--- src/rtl/avalon_aes_regs.sv ---
// Avalon-MM register file for the AES decryption peripheral.
// The host loads the key and ciphertext, then sets START. A small control FSM sends a
// one-cycle launch pulse to the AES core together with a frozen snapshot of the key and
// ciphertext. It captures the plaintext when the core finishes, or flags a timeout if the
// core stays silent for TIMEOUT cycles. The host polls DONE and clears START to re-arm.
module avalon_aes_regs #(
  parameter int TIMEOUT = 1024,
  parameter int CNT_W   = 11
) (
  input  logic         CLK,
  input  logic         RESET,
  input  logic         AVL_CS,
  input  logic         AVL_READ,
  input  logic         AVL_WRITE,
  input  logic [3:0]   AVL_ADDR,
  input  logic [3:0]   AVL_BYTE_EN,
  input  logic [31:0]  AVL_WRITEDATA,
  output logic [31:0]  AVL_READDATA,
  output logic [31:0]  EXPORT_DATA,
  output logic         CORE_START,
  output logic [127:0] CORE_KEY,
  output logic [127:0] CORE_MSG_IN,
  input  logic [127:0] CORE_MSG_OUT,
  input  logic         CORE_DONE
);

  localparam logic [1:0] ST_IDLE   = 2'd0;
  localparam logic [1:0] ST_LAUNCH = 2'd1;
  localparam logic [1:0] ST_BUSY   = 2'd2;
  localparam logic [1:0] ST_HOLD   = 2'd3;

  localparam logic [CNT_W-1:0] LAST_CNT = CNT_W'(TIMEOUT - 1);

  // Word registers 0..13. Words 8..11 hold the plaintext and are written only by the FSM.
  logic [13:0][31:0] regs_q, regs_d, regs_host;
  logic              start_q, start_d;
  logic [1:0]        done_q, done_d;
  logic [1:0]        state_q, state_d;
  logic [CNT_W-1:0]  cnt_q, cnt_d;
  logic [127:0]      core_key_q, core_key_d;
  logic [127:0]      core_msg_in_q, core_msg_in_d;

  logic wr_en;
  logic rd_en;

  assign wr_en = AVL_CS & AVL_WRITE;
  assign rd_en = AVL_CS & AVL_READ;

  // Returns old_word with each byte enabled in be replaced by the matching byte of new_word.
  function automatic logic [31:0] byte_merge(input logic [31:0] old_word,
                                             input logic [31:0] new_word,
                                             input logic [3:0]  be);
    logic [31:0] res;
    res = old_word;
    for (int b = 0; b < 4; b++) begin
      if (be[b]) res[8*b +: 8] = new_word[8*b +: 8];
    end
    return res;
  endfunction

  // Words the host may write: key, ciphertext and the two spare words.
  function automatic logic is_host_rw(input int idx);
    return (idx < 8) || (idx == 12) || (idx == 13);
  endfunction

  // Host write path. Writes to the plaintext words and to DONE are dropped.
  always_comb begin
    regs_host = regs_q;
    start_d   = start_q;
    for (int i = 0; i < 14; i++) begin
      if (wr_en && (AVL_ADDR == 4'(i)) && is_host_rw(i)) begin
        regs_host[i] = byte_merge(regs_q[i], AVL_WRITEDATA, AVL_BYTE_EN);
      end
    end
    if (wr_en && (AVL_ADDR == 4'd14) && AVL_BYTE_EN[0]) begin
      start_d = AVL_WRITEDATA[0];
    end
  end

  // Control FSM. The plaintext capture is applied after the host path so the capture wins.
  always_comb begin
    state_d       = state_q;
    done_d        = done_q;
    cnt_d         = cnt_q;
    core_key_d    = core_key_q;
    core_msg_in_d = core_msg_in_q;
    regs_d        = regs_host;
    case (state_q)
      ST_IDLE: begin
        done_d = 2'b00;
        if (start_q) begin
          state_d       = ST_LAUNCH;
          core_key_d    = {regs_q[0], regs_q[1], regs_q[2], regs_q[3]};
          core_msg_in_d = {regs_q[4], regs_q[5], regs_q[6], regs_q[7]};
        end
      end
      ST_LAUNCH: begin
        cnt_d   = '0;
        state_d = ST_BUSY;
      end
      ST_BUSY: begin
        cnt_d = cnt_q + CNT_W'(1);
        if (CORE_DONE) begin
          regs_d[8]  = CORE_MSG_OUT[127:96];
          regs_d[9]  = CORE_MSG_OUT[95:64];
          regs_d[10] = CORE_MSG_OUT[63:32];
          regs_d[11] = CORE_MSG_OUT[31:0];
          done_d     = 2'b01;
          state_d    = ST_HOLD;
        end else if (cnt_q == LAST_CNT) begin
          done_d  = 2'b11;
          state_d = ST_HOLD;
        end
      end
      ST_HOLD: begin
        if (!start_q) begin
          done_d  = 2'b00;
          state_d = ST_IDLE;
        end
      end
      default: begin
        state_d = ST_IDLE;
      end
    endcase
  end

  // Combinational read mux (zero read latency); the bus reads zero when not selected.
  always_comb begin
    AVL_READDATA = 32'h0;
    if (rd_en) begin
      for (int i = 0; i < 14; i++) begin
        if (AVL_ADDR == 4'(i)) AVL_READDATA = regs_q[i];
      end
      if (AVL_ADDR == 4'd14) AVL_READDATA = {31'h0, start_q};
      if (AVL_ADDR == 4'd15) AVL_READDATA = {30'h0, done_q};
    end
  end

  // State registers with synchronous reset; a reset mid-run simply abandons the run.
  always_ff @(posedge CLK) begin
    if (RESET) begin
      regs_q        <= '0;
      start_q       <= 1'b0;
      done_q        <= 2'b00;
      state_q       <= ST_IDLE;
      cnt_q         <= '0;
      core_key_q    <= '0;
      core_msg_in_q <= '0;
    end else begin
      regs_q        <= regs_d;
      start_q       <= start_d;
      done_q        <= done_d;
      state_q       <= state_d;
      cnt_q         <= cnt_d;
      core_key_q    <= core_key_d;
      core_msg_in_q <= core_msg_in_d;
    end
  end

  assign CORE_START  = (state_q == ST_LAUNCH);
  assign CORE_KEY    = core_key_q;
  assign CORE_MSG_IN = core_msg_in_q;
  assign EXPORT_DATA = {regs_q[0][31:16], regs_q[3][15:0]};

endmodule

--- config.mk ---
export PLATFORM = sky130hd
export DESIGN_NAME = avalon_aes_regs
export DESIGN_NICKNAME = d
export VERILOG_FILES = /design/src/rtl/avalon_aes_regs.sv
export SDC_FILE = /design/constraint.sdc
export NUM_CORES = 2
export LEC_CHECK = 0
export CAP_MARGIN = 5
export CORE_ASPECT_RATIO = 0.7
export CORE_MARGIN = 1.5
export CORE_UTILIZATION = 40
export CTS_CLUSTER_SIZE = 20
export DETAILED_ROUTE_END_ITERATION = 10
export SETUP_SLACK_MARGIN = 0.4
export SLEW_MARGIN = 0
export SYNTH_ARGS = -nofsm -noshare
export SYNTH_HDL_FRONTEND = slang
export SYNTH_SLANG_ARGS = --single-unit
--- constraint.sdc ---
create_clock -name CLK -period 2 [get_ports CLK]
set_input_delay 0.3 -clock CLK [delete_from_list [all_inputs] [get_ports CLK]]
set_output_delay 0.3 -clock CLK [all_outputs]
set_load 0.05 [all_outputs]
==> results by group <==
Status
  • Run status: finished, violations left
  • Violated checks: negative setup slack

Clock tree
  • CTS Root Buffer Type: clkbuf_16
  • H-tree levels: 3
  • Clock Latency Late Sink: 0.64 ns
  • Clk pin slew, worst setup/hold paths: 0.06 ns
  • Max clock buf depth: 3
  • CTS tree: done
  • Inserted Clock Buffers: 72
  • # clock sinks: 720

Logic synthesis
  • YS warnings: 0
  • Async SR Flop Fraction: 0%
  • Mapped cell area: 30270 um^2
  • Post-synthesis sequential element count: 720
  • Main synth FF type: dfxtp_1
  • Synth unique cells: 72
  • Synth Area per Inst: approximately 8.0 um^2
  • Cell count after synthesis: approximately 3.8k
  • Syn nets: 3957
  • Post-synth EDFFs: 0
  • Sequential area share after synthesis: 47.62%

Critical path
  • WS Path Type: reg -> out
  • FF-to-FF path depth: 9
  • CP endpoint kind: primary output
  • WP data required: 1.70 ns
  • CP Launch Type: flip-flop
  • CP Max Fanout: 2
  • Worst Path Arrival: 2.51 ns

Route
  • Via density: around 5.7
  • DR pass1 iterations: 8
  • First DRT Iteration DRCs: 3825
  • Via count: 32.54k
  • Routed Antenna Nets: 0
  • Final wirelength: roughly 150000 um
  • DRC violations left: 0
  • Drt wl/cell: about 27 um

Final layout
  • Final nets: 4844
  • Area Growth Syn to Fin: 57.03%
  • Layout fillers: 6402
  • Share of cells above drive strength 1: 37.60%
  • Commonest non-fill, non-tap cell in the layout: nand2_1
  • Most frequent cells in the layout: nand2_1 (932), buf_4 (579), dfxtp_1 (568)

Timing
  • Setup TNS: -14.38 ns
  • Final Slew Violations: 0
  • Period utilization: 140.7%
  • Min Tclk post-route: 2.815 ns
  • RSZ-0062 raised after global routing: yes
  • Smallest hold slack: roughly 0.024 ns
  • Worst slew margin: 63.12%
  • PnR worst setup slack: -0.8145 ns
  • Clk_skew: 0.01698 ns
  • Fmax: about 0.36 GHz
  • Final Setup Violations: 32
  • Fin. Hold Viols: 0
  • Slew @ Worst Pin: 0.5532 ns

Floorplan
  • Core Area: 74940 um^2
  • Die X: 331.8 um
  • Die height: approximately 230 um
  • Initial Utilization: 40.39%
  • Die Area: 77350 um^2
  • I/O pins: 495
  • Site row count: 84

Job
  • MaxCap Viol Count: 0

Worst hold path
  • Worst Hold Depth: 2
  • Hold WC Path Type: in -> reg

Place
  • I/O Buffers: 494
  • Post-Place Worst Slack: -0.5631 ns
  • DP HPWL: about 110000 um
  • RePlAce Congestion: about 1.1

GRT
  • Tot GR Track Use: between 30% and 40%
  • First-pass GRT wire length: 208000 um
  • Largest net degree at the start of global routing: 101
  • Vias in the first global route: roughly 29k
  • Gr ovfl total: 0
  • Initial antenna violation count: 5

Pwr
  • Pwr dens: 687.0 nW/um^2
  • Pwr Total: 0.03265 W
  • Max VDD drop: 0.0005647 V
  • Pleak: 19.44 nW
final timing paths:
| path | startpoint | to | slack, ns |
|---|---|---|---|
| setup / recovery | EXPORT_DATA[12] | AVL_READDATA[12] | -0.81 |
| hold / removal | RESET | CORE_MSG_IN[3] | 0.02 |
| setup reg to reg | state_q[0] | CORE_KEY[88] | 0.30 |
| hold reg to reg | CORE_KEY[96] | CORE_KEY[96] | 0.45 |
metal layers:
layer  up-vias  part of all wire (%)  track usage [%]  wire length, um
met4         6                   3.1            10.92             4655
met1     15795                    44            53.83            66420
met2      1835                    41            51.83            62440
met3       260                    12            11.07            19000
li1      14647                     -                -                -
met5         -                 0.024                0               37
worst max-delay path, cell delays in order, from the launching register on:
cell and delay (ns):
dfxtp_2 0.34, mux4_2 0.55, nand2_2 0.13, o21ai_2 0.07, buf_6 0.13, a221oi_4 0.25
buf_6 0.17, o21ai_4 0.07, buf_6 0.16
cell usage after synthesis, types with 9 or more instances:
cell type | n | area, um^2
a21o_1 | 11 | 82.58
a21oi_1 | 629 | 3148
a221oi_1 | 31 | 271.5
a22o_1 | 9 | 78.83
a22oi_1 | 27 | 202.7
a2bb2oi_1 | 9 | 78.83
a31oi_1 | 11 | 68.82
buf_2 | 62 | 310.3
buf_4 | 51 | 382.9
buf_6 | 9 | 101.4
clkbuf_1 | 219 | 822.0
dfxtp_1 | 720 | 14410
inv_1 | 13 | 48.80
mux2_2 | 10 | 112.6
mux2i_1 | 198 | 1982
nand2_1 | 1045 | 3923
nand3_1 | 142 | 710.7
nand3_2 | 13 | 130.1
nor2_1 | 202 | 758.2
nor2_2 | 11 | 68.82
nor2b_1 | 24 | 150.1
nor3_1 | 9 | 45.04
o21ai_0 | 118 | 590.6
o221ai_1 | 17 | 148.9
o22ai_1 | 30 | 187.7
o2bb2ai_1 | 12 | 105.1
cells by family (layout without fill, tap and decap cells):
| kind of cell | count (synthesis) | after routing | synth area share, % |
|---|---|---|---|
| AOI/OAI and AO/OA | 954 | 954 | 17.75 |
| xor gates and xnor gates | 9 | 9 | 0.2605 |
| adders and majority gates | 6 | 6 | 0.2480 |
| buffers and inverters | 365 | 1303 | 5.693 |
| DFF | 720 | 720 | 47.62 |
| muxes | 216 | 216 | 7.516 |
| other | 0 | 1 | 0 |
| and+or+nand+nor | 1507 | 1508 | 20.91 |
state kept, by name, indices dropped and copies added, names as in the netlist:
register,cells
done_q,2
state_q,2
start_q,1
cnt_q,11
EXPORT_DATA,32
regs_q,288
CORE_KEY,128
CORE_MSG_IN,128
regs_host,128
area by class of cell:
class                           instances  area, um^2  area share, %
Multi-Input combinational cell       2693       17110          36.01
Tap cell                              989        1237          2.604
Inverter                               16       77.57         0.1632
Clock inverter                         33       473.0         0.9952
Clock buffer                           93        2022          4.255
Antenna cell                            1       2.502       0.005266
Sequential cell                       720       14710          30.96
Timing Repair Buffer                 1161       11890          25.01
per-stage QoR:
| step | cells | cell area [um^2] | utilization, % |
|---|---|---|---|
| 2_1_floorplan | 3777 | 31350 | - |
| 3_3_place_gp | 5444 | 40400 | 53.91 |
| 3_5_place_dp | 5444 | 40400 | 53.91 |
| 4_1_cts | 5637 | 44920 | 59.94 |
| 5_1_grt | 5706 | 47520 | 63.42 |
| 6_report | 5706 | 47520 | 63.42 |
where the power goes:
group / total (W) / switching [W] / leakage [nW] / internal, W
Combinational: 0.00372 / 0.00211 / 12.3 / 0.00161
Sequential: 0.0144 / 0.0000879 / 5.89 / 0.0143
Clock: 0.0145 / 0.00611 / 1.22 / 0.00838
Total: 0.0326 / 0.00831 / 19.4 / 0.0243
timing repair:
| action | 4_1_cts | 5_1_grt |
|---|---|---|
| gates cloned | 17 | 22 |
| hold buffers | 0 | 0 |
| endpoints found under the setup margin | 507 | 381 |
| endpoints found under the hold margin | 0 | 0 |
| gates resized for setup | 1176 | 456 |
| buffers inserted | 50 | 46 |
| pin swaps | 129 | 198 |
Note: power is estimated with default switching activity, not from simulation.
